**config.mk**
```make
export PLATFORM = sky130hd
export DESIGN_NAME = bit_count_accum
export DESIGN_NICKNAME = d
export VERILOG_FILES = /design/src/rtl/bit_count_accum.sv
export SDC_FILE = /design/constraint.sdc
export NUM_CORES = 1
export LEC_CHECK = 0
export CAP_MARGIN = 0
export CORE_UTILIZATION = 55
export DETAILED_ROUTE_END_ITERATION = 10
export PLACE_DENSITY = 0.83
export SYNTH_ARGS = -nofsm -noshare
export SYNTH_HDL_FRONTEND = slang
export SYNTH_SLANG_ARGS = --single-unit
export TNS_END_PERCENT = 50
```
**constraint.sdc**
```tcl
create_clock -name clk -period 4.6 [get_ports clk]
set_input_delay 0.92 -clock clk [delete_from_list [all_inputs] [get_ports clk]]
set_output_delay 0.92 -clock clk [all_outputs]
set_load 0.05 [all_outputs]
```
**src/rtl/bit_count_accum.sv**
```systemverilog
// bit_count_accum: reduces FRAME_LEN popcount results into frame statistics
// (sum, max, min, zero tally, clamp error) and presents each frame on valid/ready.
//
// Ports:
//   clk, rst        clock, synchronous active-high reset
//   clear           synchronous flush of the partial or held frame
//   in_valid/ready  popcount result handshake, in_count is the result
//   out_valid/ready frame statistics handshake
//   out_sum/max/min/zero/err  statistics of the last completed frame
module bit_count_accum #(
    parameter int WIDTH      = 16,
    parameter int FRAME_LEN  = 8,
    localparam int CW = $clog2(WIDTH + 1),
    localparam int SW = $clog2(WIDTH * FRAME_LEN + 1),
    localparam int ZW = $clog2(FRAME_LEN + 1),
    localparam int IW = $clog2(FRAME_LEN)
) (
    input  logic          clk,
    input  logic          rst,
    input  logic          clear,
    input  logic          in_valid,
    input  logic [CW-1:0] in_count,
    output logic          in_ready,
    output logic          out_valid,
    input  logic          out_ready,
    output logic [SW-1:0] out_sum,
    output logic [CW-1:0] out_max,
    output logic [CW-1:0] out_min,
    output logic [ZW-1:0] out_zero,
    output logic          out_err
);

    typedef enum logic {ACCUM, HOLD} state_t;

    localparam logic [CW-1:0] WMAX = CW'(WIDTH);
    localparam logic [IW-1:0] LAST = IW'(FRAME_LEN - 1);

    state_t        state_q, state_d;
    logic [IW-1:0] idx;
    logic [SW-1:0] acc_sum;
    logic [CW-1:0] acc_max, acc_min;
    logic [ZW-1:0] acc_zero;
    logic          acc_err;

    logic          accept, last, first, clamp;
    logic [CW-1:0] v;
    logic [SW-1:0] n_sum;
    logic [CW-1:0] n_max, n_min;
    logic [ZW-1:0] n_zero;
    logic          n_err;

    assign in_ready  = (state_q == ACCUM);
    assign out_valid = (state_q == HOLD);
    assign accept    = in_valid & in_ready;
    assign last      = (idx == LAST);
    assign first     = (idx == '0);

    // Out-of-range results are clamped to WIDTH and flagged.
    assign clamp = (in_count > WMAX);
    assign v     = clamp ? WMAX : in_count;

    // The first result of a frame seeds the accumulators instead of
    // combining with stale values from the previous frame.
    always_comb begin
        n_sum  = first ? SW'(v) : acc_sum + SW'(v);
        n_max  = acc_max;
        n_min  = acc_min;
        n_zero = (first ? '0 : acc_zero) + ZW'(v == '0);
        n_err  = (first ? 1'b0 : acc_err) | clamp;
        if (first || v > acc_max) n_max = v;
        if (first || v < acc_min) n_min = v;
    end

    always_comb begin
        state_d = state_q;
        unique case (state_q)
            ACCUM: if (accept && last) state_d = HOLD;
            HOLD:  if (out_ready) state_d = ACCUM;
        endcase
        if (clear) state_d = ACCUM;
    end

    always_ff @(posedge clk) begin
        if (rst) begin
            state_q  <= ACCUM;
            idx      <= '0;
            acc_sum  <= '0;
            acc_max  <= '0;
            acc_min  <= '0;
            acc_zero <= '0;
            acc_err  <= 1'b0;
            out_sum  <= '0;
            out_max  <= '0;
            out_min  <= '0;
            out_zero <= '0;
            out_err  <= 1'b0;
        end else begin
            state_q <= state_d;
            if (clear) begin
                idx <= '0;
                if (state_q == HOLD) begin
                    out_sum  <= '0;
                    out_max  <= '0;
                    out_min  <= '0;
                    out_zero <= '0;
                    out_err  <= 1'b0;
                end
            end else if (accept) begin
                acc_sum  <= n_sum;
                acc_max  <= n_max;
                acc_min  <= n_min;
                acc_zero <= n_zero;
                acc_err  <= n_err;
                idx      <= last ? '0 : idx + IW'(1);
                if (last) begin
                    out_sum  <= n_sum;
                    out_max  <= n_max;
                    out_min  <= n_min;
                    out_zero <= n_zero;
                    out_err  <= n_err;
                end
            end
        end
    end

endmodule

```
==> impl_table.tex <==
\begin{tabular}{lr}
\hline
Metric & Value \\
\hline
\multicolumn{2}{l}{\textbf{Route}} \\
Detailed-route wire length per cell & 14.4 um \\
Antenna-violating nets left & 0 \\
DR vias/cell & 5.60 \\
Detailed-router iteration count before antenna repair & 8 \\
Wire length after detailed routing & 5790 um \\
Post-route DRC violation count & 0 \\
Violation count after the first detailed-route iteration & 120 \\
Vias after detailed routing & 2247 \\
\multicolumn{2}{l}{\textbf{Setup path}} \\
Worst setup path class & in -> reg \\
Crit path launch & in\_count[4] \\
Library cell contributing the largest single delay on the critical path & sky130\_fd\_sc\_hd\_\_clkdlybuf4s50\_1 \\
Largest stage delay on the critical path & 0.55 ns \\
Data arrival at the endpoint of the critical path & 3.54 ns \\
Required time at the endpoint of the critical path & 4.85 ns \\
Cell seen most often among critical-path stages & sky130\_fd\_sc\_hd\_\_nor2b\_1 \\
Cell-by-cell listing of the critical path & clkdlybuf4s50\_1, nor2b\_1, inv\_1, fa\_1, nor2b\_1, o2111a\_1, nor2\_1, or3\_1, a21oi\_1 \\
Critical-path maximum fanout & 8 \\
Combined buffer and inverter count along the critical path & 2 \\
R2R Path Start & idx[0] \\
Count of cells along the worst register-to-register path & 7 \\
Critical Path Sink Type & flip-flop \\
CP top delay family & simple AND/OR/NAND/NOR gates \\
End of the worst register-to-register path & acc\_min[0] \\
Nature of the critical path startpoint & primary input \\
R2r setup slk & 2.34 ns \\
\multicolumn{2}{l}{\textbf{Clock tree}} \\
Clock buffer depth & 2 \\
Max H-tree Level & 2 \\
Hold buffer count at cts & 0 \\
Number of gates resized after cts & 0 \\
Clock insertion delay at the later pin of the skew report & 0.31 ns \\
Number of clock sinks & 50 \\
Number of CTS-inserted buffers & 5 \\
\# Post-CTS Setup Buffers & 0 \\
Clock transition at the registers of the reported paths & 0.09 ns \\
Root Driver & sky130\_fd\_sc\_hd\_\_clkbuf\_8 \\
Clock tree from TritonCTS & yes \\
\multicolumn{2}{l}{\textbf{Outcome}} \\
Status & finished clean \\
\multicolumn{2}{l}{\textbf{Pwr}} \\
Clock power frac & 32.3\% \\
Tot Pwr & 826 uW \\
Pwr/cell area & 260 mW/mm\^{}2 \\
Fraction of power consumed by combinational cells & 13.9\% \\
Register share of total power & 53.8\% \\
Net switching power figure & 218 uW \\
Cell internal power dissipation & 608 uW \\
Switching Share & 26.4\% \\
Static power due to leakage & 0.00119 uW \\
Worst vdd ir & 194 uV \\
\multicolumn{2}{l}{\textbf{Yosys}} \\
Adder-cell share of the synthesized area & 9.59\% \\
Synthesized area & 0.00269 mm\^{}2 \\
Number of flops mapped to enable cells by yosys & 0 \\
Post-synthesis share of cell area spent on xor and xnor gates & 1.63\% \\
Async S/R FF share, synth & 0\% \\
Dominant combinational cell family by area after synthesis & simple AND/OR/NAND/NOR gates \\
Sequential element share of the synthesized area & 37.3\% \\
Total nets after synthesis & 331 \\
Compound-gate portion of the synthesized area & 19.2\% \\
Post-synthesis mux area share & 7.82\% \\
Average cell area after synthesis & 8.92 um\^{}2 \\
Area fraction in and, or, nand and nor cells after synthesis & 19.7\% \\
Cell count after synthesis & 301 \\
Post-synthesis sequential element count & 50 \\
Predominant post-synthesis flop cell & sky130\_fd\_sc\_hd\_\_dfxtp\_1 \\
YS warnings & 0 \\
Unique masters post-synth & 50 \\
\multicolumn{2}{l}{\textbf{Global route}} \\
Number of antenna violations at the first check in global routing & 0 \\
Maximum number of pins on one net before global-route repair & 34 \\
Aggregate global-route resource usage & 23.8\% \\
Grt ovf & 0 \\
Via count of the first global-routing pass & 2060 \\
First-pass GRT wire length & 9660 um \\
\multicolumn{2}{l}{\textbf{Die}} \\
CORE AREA & 0.00472 mm\^{}2 \\
Die X & 71.9 um \\
Starting Density & 56.9\% \\
Vertical extent of the die & 71.9 um \\
Die ar. & 0.00517 mm\^{}2 \\
Number of placed I/O pins & 35 \\
Number of placement rows & 25 \\
\multicolumn{2}{l}{\textbf{STA}} \\
Worst slew pin tran & 0.716 ns \\
Final critical-path setup slack & 1.31 ns \\
Upper clock frequency limit & 304 MHz \\
Final period utilization & 71.6\% \\
Final setup TNS & 0 ns \\
Total of endpoints with negative setup slack in the final report & 0 \\
Normalized max-slew margin & 52.3\% \\
Min Clock Period, post-route & 3.29 ns \\
Setup repair after global routing missed its margin & false \\
Worst clock skew & 0.00392 ns \\
Total count of max-transition violations in the final report & 0 \\
Count of final hold-check violations & 0 \\
\multicolumn{2}{l}{\textbf{Final layout}} \\
Layout Nets & 363 \\
Number of standard cells in the layout, taps in and fillers out & 401 \\
Number of antenna diodes & 0 \\
Final cell utilization of the core & 67.2\% \\
Fraction of final layout cells with drive strength greater than 1 & 7.78\% \\
Post-synthesis to final-layout area growth & 18.1\% \\
\multicolumn{2}{l}{\textbf{Placed design}} \\
IO Port Bufs & 34 \\
Dpl cells & 393 \\
Placed wire-length estimate after detailed placement & 4090 um \\
GPL Wtd Cong & 0.893 \\
Worst slack at placement & 1.07 ns \\
\multicolumn{2}{l}{\textbf{Min path}} \\
Launch instance of the worst min-delay path & acc\_err \\
Number of cells on the worst hold path & 2 \\
Worst Hold End & acc\_err \\
Classification of the worst-slack hold path & reg -> reg \\
\multicolumn{2}{l}{\textbf{Run}} \\
Number of violations of the max-capacitance limit & 0 \\
\hline
\end{tabular}
-- power by group through the flow --
stage               combinational (uW)  sequential, uW  clock (uW)
global route                       126             445         284
detailed placement                 113             455           0
floorplan                         84.1             453           0
global placement                   111             454           0
finish                             115             445         266
CTS                                114             444         267
-- worst max path at each step --
stage	slack (ns)	end	depth (start not counted)
detailed placement	1.07	acc_sum[6]	9
global route	1.05	acc_sum[6]	9
floorplan	1.71	acc_sum[6]	9
finish	1.31	acc_sum[6]	9
CTS	1.35	acc_sum[6]	9
global placement	1.13	acc_sum[6]	11
-- metal layers --
| layer | wire length (um) | global-route usage (%) | vias to the layer above | part of all wire, % |
|---|---|---|---|---|
| li1 | - | - | 1123 | - |
| met1 | 2750 | 31.3 | 1078 | 48 |
| met2 | 2720 | 38.8 | 35 | 47 |
| met3 | 220 | 5.49 | 11 | 3.8 |
| met4 | 95 | 7.84 | 0 | 1.6 |
| met5 | 0 | 0 | - | 0 |
-- layout by cell type, fill, tap and decap left out, drive strengths merged, types with 2 or more instances in the layout --
| cell type | count |
|---|---|
| xnor2 | 2 |
| nand3 | 13 |
| a21oi | 26 |
| clkbuf | 7 |
| nor3b | 3 |
| o211ai | 2 |
| ha | 19 |
| clkdlybuf4s50 | 34 |
| a311oi | 2 |
| a22o | 3 |
| and3 | 2 |
| or2 | 4 |
| nand2 | 30 |
| o2bb2ai | 13 |
| nand2b | 7 |
| nor2 | 27 |
| or3 | 4 |
| xor2 | 3 |
| nor2b | 7 |
| a211oi | 7 |
| a31oi | 3 |
| o21ai | 11 |
| and2 | 2 |
| nor3 | 2 |
| buf | 5 |
| mux2i | 21 |
| dfxtp | 50 |
| inv | 16 |
-- state kept, by name (all words and copies together), names as in the netlist --
signal     flops
out_max        5
idx            3
out_zero       4
acc_min        5
acc_sum        8
acc_err        1
out_valid      1
out_min        5
out_err        1
out_sum        8
acc_max        5
acc_zero       4
-- area by class of cell --
cell class	count	area, um^2
sequential	50	1000
clock buffer	7	86.3
clock inverter	1	5.00
inverter	16	60.1
tap	67	83.8
timing repair buffer	39	378
multi-input combinational	221	1560
fill	389	1550
-- cell families (layout without fill, tap and decap cells) --
logic type | after synthesis | after routing
buf+inv | 30 | 63
fa+ha+maj | 20 | 20
simple gates | 104 | 104
compound gates | 71 | 71
mux | 21 | 21
flops | 50 | 50
xor+xnor | 5 | 5
-- metrics by stage --
step	hold WS (ns)	instance area (um^2)
after global routing	0.475	3170
after global placement	0.438	3080
final	0.462	3170
after detailed placement	0.448	3080
after CTS	0.462	3170
after floorplan	0.432	2690
-- Yosys cell counts (3+ instances only) --
cell type                   number  share of area [%]
sky130_fd_sc_hd__a22o_1          3               0.98
sky130_fd_sc_hd__nand3_1        13                2.4
sky130_fd_sc_hd__nor2b_1         6                1.4
sky130_fd_sc_hd__dfxtp_1        50                 37
sky130_fd_sc_hd__ha_1           19                8.8
sky130_fd_sc_hd__o21ai_0        10                1.9
sky130_fd_sc_hd__a21oi_1        25                4.7
sky130_fd_sc_hd__nand2b_1        5                1.2
sky130_fd_sc_hd__nand2_1        30                4.2
sky130_fd_sc_hd__o2bb2ai_1      13                4.2
sky130_fd_sc_hd__buf_2           3               0.56
sky130_fd_sc_hd__or3_1           4               0.93
sky130_fd_sc_hd__mux2i_1        21                7.8
sky130_fd_sc_hd__inv_1          16                2.2
sky130_fd_sc_hd__a211oi_1        7                2.0
sky130_fd_sc_hd__nor2_1         26                3.6
sky130_fd_sc_hd__xor2_1          3               0.98
sky130_fd_sc_hd__clkbuf_1        9                1.3
-- worst min-delay path, stage by stage (launching register included) --
cell,delay (ns)
sky130_fd_sc_hd__dfxtp_1,0.31
sky130_fd_sc_hd__nand2_1,0.05
sky130_fd_sc_hd__a21oi_1,0.06
No activity file was read; power rests on OpenSTA's default activity.
